==> src/rtl/mem_ctrl.sv <==
// mem_ctrl: arbiter and byte sequencer for the single byte-wide RAM/IO port.
// Instruction fetch (IF) and the load/store buffer (LS) share the port; LS has
// priority. Every access is split into per-byte RAM cycles; read data is
// assembled little-endian and handed back with a one-cycle done pulse.
// The RAM pins are decoded from registered state only (plus io_buffer_full for
// the UART stall), so they change exactly at clock edges.
module mem_ctrl (
    input  logic        clk,
    input  logic        rst,
    input  logic        rdy,
    input  logic        flush,
    input  logic        if_req,
    input  logic [31:0] if_addr,
    output logic        if_done,
    output logic [31:0] if_data,
    input  logic        ls_req,
    input  logic        ls_we,
    input  logic [1:0]  ls_len,
    input  logic [31:0] ls_addr,
    input  logic [31:0] ls_wdata,
    output logic        ls_done,
    output logic [31:0] ls_rdata,
    input  logic [7:0]  mem_din,
    output logic [7:0]  mem_dout,
    output logic [31:0] mem_a,
    output logic        mem_wr,
    input  logic        io_buffer_full
);

    typedef enum logic [1:0] {
        IDLE  = 2'd0,
        IF_RD = 2'd1,
        LS_RD = 2'd2,
        LS_WR = 2'd3
    } state_t;

    state_t      state_r, state_s;
    logic [2:0]  cnt_r, cnt_s;
    logic [2:0]  len_r, len_s;
    logic [31:0] addr_r, addr_s;
    logic [31:0] wdata_r, wdata_s;
    logic [31:0] buf_r, buf_s;
    logic        if_done_r, if_done_s;
    logic        ls_done_r, ls_done_s;
    logic [31:0] if_data_r, if_data_s;
    logic [31:0] ls_rdata_r, ls_rdata_s;

    logic        io_stall_s;
    logic [31:0] byte_addr_s;
    logic [1:0]  rd_idx_s;
    logic [31:0] rd_merge_s;

    // Byte count for an LS access: 00 -> 1, 01 -> 2, 10/11 -> 4.
    function automatic logic [2:0] len_to_bytes(input logic [1:0] len);
        logic [2:0] n;
        case (len)
            2'b00:   n = 3'd1;
            2'b01:   n = 3'd2;
            default: n = 3'd4;
        endcase
        return n;
    endfunction

    // Select byte idx of a word (little-endian).
    function automatic logic [7:0] byte_sel(input logic [31:0] w, input logic [1:0] idx);
        logic [7:0] b;
        case (idx)
            2'd0:    b = w[7:0];
            2'd1:    b = w[15:8];
            2'd2:    b = w[23:16];
            default: b = w[31:24];
        endcase
        return b;
    endfunction

    // Insert byte b into lane idx of word w.
    function automatic logic [31:0] merge_byte(input logic [31:0] w, input logic [7:0] b,
                                               input logic [1:0] idx);
        logic [31:0] r;
        r = w;
        case (idx)
            2'd0:    r[7:0]   = b;
            2'd1:    r[15:8]  = b;
            2'd2:    r[23:16] = b;
            default: r[31:24] = b;
        endcase
        return r;
    endfunction

    // Shared helpers: current byte address, UART stall, and read-data merge.
    // The byte on mem_din belongs to the address issued one cycle earlier (cnt-1).
    always_comb begin
        byte_addr_s = addr_r + {29'd0, cnt_r};
        io_stall_s  = (state_r == LS_WR) && (addr_r[17:16] == 2'b11) && io_buffer_full;
        rd_idx_s    = cnt_r[1:0] - 2'd1;
        rd_merge_s  = merge_byte(buf_r, mem_din, rd_idx_s);
    end

    // RAM pin decode; zeros whenever no byte cycle is being issued.
    always_comb begin
        mem_a    = 32'd0;
        mem_wr   = 1'b0;
        mem_dout = 8'd0;
        case (state_r)
            IF_RD, LS_RD: begin
                if (cnt_r < len_r) begin
                    mem_a = byte_addr_s;
                end else begin
                    mem_a = 32'd0;
                end
            end
            LS_WR: begin
                if (io_stall_s) begin
                    mem_a = 32'd0;
                end else begin
                    mem_a    = byte_addr_s;
                    mem_dout = byte_sel(wdata_r, cnt_r[1:0]);
                    mem_wr   = 1'b1;
                end
            end
            default: begin
                mem_a = 32'd0;
            end
        endcase
    end

    // Next-state logic: arbitration, byte sequencing, completion and flush.
    always_comb begin
        state_s    = state_r;
        cnt_s      = cnt_r;
        len_s      = len_r;
        addr_s     = addr_r;
        wdata_s    = wdata_r;
        buf_s      = buf_r;
        if_done_s  = 1'b0;
        ls_done_s  = 1'b0;
        if_data_s  = if_data_r;
        ls_rdata_s = ls_rdata_r;
        case (state_r)
            IDLE: begin
                // No grant while a done pulse is out: requester drops req meanwhile.
                if (!if_done_r && !ls_done_r) begin
                    if (ls_req) begin
                        state_s = ls_we ? LS_WR : LS_RD;
                        addr_s  = ls_addr;
                        len_s   = len_to_bytes(ls_len);
                        wdata_s = ls_wdata;
                        cnt_s   = 3'd0;
                        buf_s   = 32'd0;
                    end else if (if_req && !flush) begin
                        state_s = IF_RD;
                        addr_s  = if_addr;
                        len_s   = 3'd4;
                        cnt_s   = 3'd0;
                        buf_s   = 32'd0;
                    end else begin
                        state_s = IDLE;
                    end
                end else begin
                    state_s = IDLE;
                end
            end
            IF_RD, LS_RD: begin
                if ((state_r == IF_RD) && flush) begin
                    state_s = IDLE;
                    cnt_s   = 3'd0;
                end else begin
                    if (cnt_r != 3'd0) begin
                        buf_s = rd_merge_s;
                    end else begin
                        buf_s = buf_r;
                    end
                    if (cnt_r == len_r) begin
                        state_s = IDLE;
                        cnt_s   = 3'd0;
                        if (state_r == IF_RD) begin
                            if_done_s = 1'b1;
                            if_data_s = rd_merge_s;
                        end else begin
                            ls_done_s  = 1'b1;
                            ls_rdata_s = rd_merge_s;
                        end
                    end else begin
                        cnt_s = cnt_r + 3'd1;
                    end
                end
            end
            LS_WR: begin
                if (io_stall_s) begin
                    cnt_s = cnt_r;
                end else if (cnt_r == (len_r - 3'd1)) begin
                    state_s   = IDLE;
                    cnt_s     = 3'd0;
                    ls_done_s = 1'b1;
                end else begin
                    cnt_s = cnt_r + 3'd1;
                end
            end
            default: begin
                state_s = IDLE;
                cnt_s   = 3'd0;
            end
        endcase
    end

    // State and output registers; rdy low freezes everything, done pulses included.
    always_ff @(posedge clk) begin
        if (rst) begin
            state_r    <= IDLE;
            cnt_r      <= 3'd0;
            len_r      <= 3'd0;
            addr_r     <= 32'd0;
            wdata_r    <= 32'd0;
            buf_r      <= 32'd0;
            if_done_r  <= 1'b0;
            ls_done_r  <= 1'b0;
            if_data_r  <= 32'd0;
            ls_rdata_r <= 32'd0;
        end else if (rdy) begin
            state_r    <= state_s;
            cnt_r      <= cnt_s;
            len_r      <= len_s;
            addr_r     <= addr_s;
            wdata_r    <= wdata_s;
            buf_r      <= buf_s;
            if_done_r  <= if_done_s;
            ls_done_r  <= ls_done_s;
            if_data_r  <= if_data_s;
            ls_rdata_r <= ls_rdata_s;
        end
    end

    assign if_done  = if_done_r;
    assign ls_done  = ls_done_r;
    assign if_data  = if_data_r;
    assign ls_rdata = ls_rdata_r;

endmodule
==> config.mk <==
export PLATFORM = sky130hd
export DESIGN_NAME = mem_ctrl
export DESIGN_NICKNAME = d
export VERILOG_FILES = /design/src/rtl/mem_ctrl.sv
export SDC_FILE = /design/constraint.sdc
export NUM_CORES = 1
export LEC_CHECK = 0
export ABC_CLOCK_PERIOD_IN_PS = 4960
export BUFFER_PORTS_ARGS = -buffer_cell sky130_fd_sc_hd__buf_2
export CAP_MARGIN = 20
export CORE_UTILIZATION = 30
export CTS_CLUSTER_SIZE = 10
export DETAILED_ROUTE_END_ITERATION = 8
export GPL_TIMING_DRIVEN = 0
export PLACE_DENSITY = 0.57
export SLEW_MARGIN = 20
export SYNTH_ARGS = -nofsm -noshare
export SYNTH_HDL_FRONTEND = slang
export SYNTH_SLANG_ARGS = --single-unit
==> constraint.sdc <==
create_clock -name clk -period 4.96 [get_ports clk]
set_input_delay 0.496 -clock clk [delete_from_list [all_inputs] [get_ports clk]]
set_output_delay 0.496 -clock clk [all_outputs]
set_load 0.01 [all_outputs]
Yosys cells after proc, flatten, opt, wreduce, memory -nomap -nowiden
Cells that the tools add are included.

Input bits: 114. Word-level logic and storage cells: 109. Bits in registers: 170. Output and inout bits: 107.

Equality and inequality tests: 18. Reductions and logical operators: 24. Bitwise gates (word level): 2. Muxes and demuxes: 50. Add/subtract/negate cells: 4. Order comparisons: 1.

Operators by type and width (number): 32-bit two-way mux (9); 32-bit one-hot mux with 2 select lines (2); 8-bit two-way mux (6); 32-bit by 3-bit adder with 32-bit output (1); 3-bit two-way mux (9); 8-bit one-hot mux with 3 select lines (1); 4-bit AND reduction (4); 1-bit two-way mux (13); 2-bit two-way mux (6); 2-bit equality test (second input constant) (5); 5-bit AND reduction (2); 3-bit one-hot mux with 3 select lines (1); 2-bit by 1-bit equality test with 1-bit output (second input constant) (4); 2-bit zero test (4); 2-bit inequality test (second input constant) (4); 3-bit equality test (2); 3-bit inequality test (second input constant) (2); 2-bit one-hot mux with 3 select lines (1); 3-bit one-hot mux with 2 select lines (1); 6-bit AND reduction (1); 1-bit logical AND (5); 2-bit nonzero test (2); 3-bit by 1-bit adder with 3-bit output (second input constant) (1); 1-bit zero test (3); other kinds (9) (10).

Logic depth before layout (Yosys ltp)
Depth in word-level cells: 7. Mapped depth: 10. Mapped depth without buffers: 8.

Worst setup path after synthesis
No wires, ideal clock.

Path kind: reg-to-output. Start: reg addr_r[16]. End: out mem_a[31]. Cell stages (with the launch flop): 8. Data arrival time: 2300 ps. Data required time: 4464 ps. Path slack: 2164 ps. Buffers on the path: 2. Path through: dfxtp_1 > clkbuf_1 > nand3_1 > or4_1 > buf_6 > or3_4 > or4_1 > a21oi_1.

Word-level cells in the longest chain between the ends: 5. Elaborated cells on any way between the ends: 7. Classes of those cells: add/sub (1); eq/ne (1); mux (3); reduce/logical (2).

RTL lines: start: declaration (RTL line 40) `logic [31:0] addr_r, addr_s;`; start signal: assignment (RTL line 223) `addr_r <= addr_s;`; branches (longest 4 deep; another with 32-bit by 3-bit adder with 32-bit output); 32-bit one-hot mux with 2 select lines * (RTL line 104) `case (state_r)`; end: declaration (RTL line 25) `output logic [31:0] mem_a,`.

Every way passes the cells marked *.

Worst setup path in the final report
Ends and elaborated chain as after synthesis.

==> impl_metrics.yaml <==
timing:
  slew_violations: 0
  rsz0062_at_grt: "false"
  skew_ns: 0.008565
  fin_crit_sh_pct: 73.28
  setup_tns_ns: 0
  hold_slack_ns: 0.2998
  fmax_ghz: 0.2751
  finalSetupViolCount: 0
  min_period_ns: 3.635
  maxSlewHeadroom_pct: 33.96
  hold_violations: 0
  worstMarginPinSlew_ns: 0.9870
synthesis:
  yosysUniqueCellTypes: 44
  synth-edff-count: 0
  avgSynthCellArea_sq_um: 8.501
  yosysSeqAreaShare_pct: 42.91
  synth_top_family_by_area: "simple AND/OR/NAND/NOR gates"
  synthArstFlopShare_pct: 0
  synth_warnings: 0
  syn_inst: 933
  yosys.area_share.adder_pct: 2.934
  synth.cell_area_sq_um: 7931
  synth-xor-area-share_pct: 3.281
  synth_fp_nets: 1065
  synth-simple-area-share_pct: 18.90
  synthFlopType: "dfxtp_1"
  muxShareOfSynthArea_pct: 8.456
  synth_compound_area_share_pct: 18.88
  ys_ff_latch: 170
worst_setup_path:
  path_class: "reg -> out"
  required_ns: 4.46
  cpMaxStageDelayCell: "or4_1"
  worst_path_most_repeated_cell: "or4_1"
  cp_top_family: "simple AND/OR/NAND/NOR gates"
  worstPathCellList: "clkbuf_1 > nand3_1 > or4_1 > buf_6 > or3_4 > or4_1 > a21oi_1 > buf_2"
  startpoint_type: "register"
  arrival_ns: 3.14
  cp_max_fo: 10
  cp_slowest_stage_delay_ns: 0.52
  endpoint_kind: "output port"
  worstPathBufferInverterCount: 3
die:
  rows: 59
  die-area_sq_um: 27090
  core-area_sq_um: 25980
  ios: 221
  initial_core_util_pct: 30.52
  die_w_um: 164.6
  fp.dieH_um: 164.6
flow_run:
  maxCapViolCount: 0
detailed_routing:
  drc: 0
  wl_um: 25900
  vias_per_cell: 5.041
  route.vias.total: 7652
  firstDrtPassIters: 7
  postRouteAntennaNets: 0
  wl_per_cell_um: 17.06
  initialDrtViolationCount: 519
clocking:
  clock_path_buffers: 2
  cts_tree: "yes"
  clkSlewWorstSetupHoldPaths_ns: 0.07
  numCtsBuffers: 17
  cts_setup_buffers: 0
  cts_root_buf: "clkbuf_16"
  ctsHoldBuffers: 0
  cts_sinks: 170
  cts.repair.resized: 0
  htreeDepth: 4
  clk_latency_ns: 0.43
finish:
  layout_common_cells: "buf_2 (217), nor2_1 (177), dfxtp_1 (170), a211oi_1 (97), nand2_1 (84)"
  stdcell_count: 1518
  drive_above_1_share_pct: 21.49
  nets: 1301
  syn_to_final_growth_pct: 26.27
  final_common_cell: "buf_2"
global_route:
  grt_first_pass_wirelength_um: 39660
  overflow: 0
  antenna_found_initial: 1
  track_usage_pct: 19.21
  grt_pass1_vias: 7265
  grt_max_degree: 18
placement:
  hpwlAfterDp_um: 19780
  io_buffers: 217
  dp.cells: 1485
  gp_congestion: 0.8341
power_and_ir_drop:
  peakVddDrop_mv: 0.1658
  power_density_nw_per_um2: 321.5
  total_leakage_power_uw: 0.003912
hold_path:
  hp-class: "in -> reg"
run_status:
  status: "finished clean"
routing by layer:
metal	wire [um]	share of wire, %	GRT usage, %	up-vias
li1	-	-	-	3807
met1	11850	46	25.38	3567
met2	12170	47	32.10	254
met3	1481	5.7	2.863	24
met4	395	1.5	5.838	0
met5	0	0	0	-
sequential cells by signal, summed over array words and instances, names as in the netlist, 2 cells and up:
| register | count |
|---|---|
| state_r | 2 |
| addr_r | 32 |
| if_data | 32 |
| len_r | 3 |
| cnt_r | 3 |
| ls_rdata | 32 |
| buf_r | 32 |
| wdata_r | 32 |
cell usage after synthesis (3+ instances only):
library cell | n | area, sq um
nor3_1 | 9 | 45.04
a32oi_1 | 22 | 192.7
ha_1 | 17 | 212.7
nor4_1 | 11 | 68.82
xor2_1 | 7 | 61.31
a222oi_1 | 8 | 80.08
o31ai_1 | 3 | 22.52
nand2_1 | 84 | 315.3
a21oi_1 | 53 | 265.3
and2_1 | 9 | 56.30
nand4_1 | 11 | 68.82
nor2b_1 | 5 | 31.28
a21o_1 | 3 | 22.52
and3_1 | 3 | 18.77
nand3_1 | 18 | 90.09
xnor2_1 | 20 | 175.2
o21a_1 | 4 | 30.03
buf_1 | 4 | 15.01
a22oi_1 | 7 | 52.55
nand3b_1 | 3 | 22.52
mux2i_1 | 67 | 670.6
clkbuf_1 | 73 | 274.0
o221ai_1 | 4 | 35.03
inv_1 | 18 | 67.56
dfxtp_1 | 170 | 3403
o2111a_1 | 3 | 33.78
nor2_1 | 177 | 664.4
a211oi_1 | 97 | 728.2
worst min-delay path: cells and delay by family:
kind / cells / cell delay (ns)
AO/OA/AOI/OAI: 1 / 0.05
buffers and inverters: 1 / 0.09
AND/OR/NAND/NOR: 1 / 0.04
report_power, final:
group | total [uW] | switching, uW | internal, uW
clock network | 1300 | 625 | 678
registers | 1490 | 57.2 | 1430
logic | 426 | 261 | 165
kinds of logic (layout without fill, tap and decap cells):
family | after synthesis | count (layout)
AOI/OAI and AO/OA | 210 | 210
other | 0 | 1
and+or+nand+nor | 344 | 344
buffers and inverters | 96 | 345
adders and majority gates | 18 | 18
DFF | 170 | 170
muxes | 67 | 67
xor gates and xnor gates | 28 | 28
final timing paths:
kind           startpoint     endpoint  slack [ns]  cells past startpoint
max            addr_r[16]    mem_a[31]        1.33                      8
min          ls_wdata[22]  wdata_r[22]        0.30                      3
max reg2reg      cnt_r[1]     buf_r[7]        1.91                     10
min reg2reg      buf_r[7]     buf_r[7]        0.46                      2
final cells by class:
class / count / area, sq um
Buffer: 78 / 300.3
Tap cell: 335 / 419.2
Antenna cell: 1 / 2.502
Multi-Input combinational cell: 667 / 4160
Sequential cell: 170 / 3403
Inverter: 18 / 67.56
Clock buffer: 18 / 439.2
Fill cell: 2729 / 15970
Clock inverter: 14 / 136.4
Timing Repair Buffer: 217 / 1086
metrics by stage:
stage                     util, %  instance area [sq um]  power [uW]  setup slack [ns]
final                       38.54                  10010        3220             1.325
after global routing        38.54                  10010        3368             1.106
after CTS                   38.53                  10010        3250             1.332
after detailed placement    36.32                   9437        1950             1.813
after global placement      36.32                   9437        1944             1.839
after floorplan                 -                   7931        1772             2.164
Note: power is estimated with default switching activity, not from simulation.
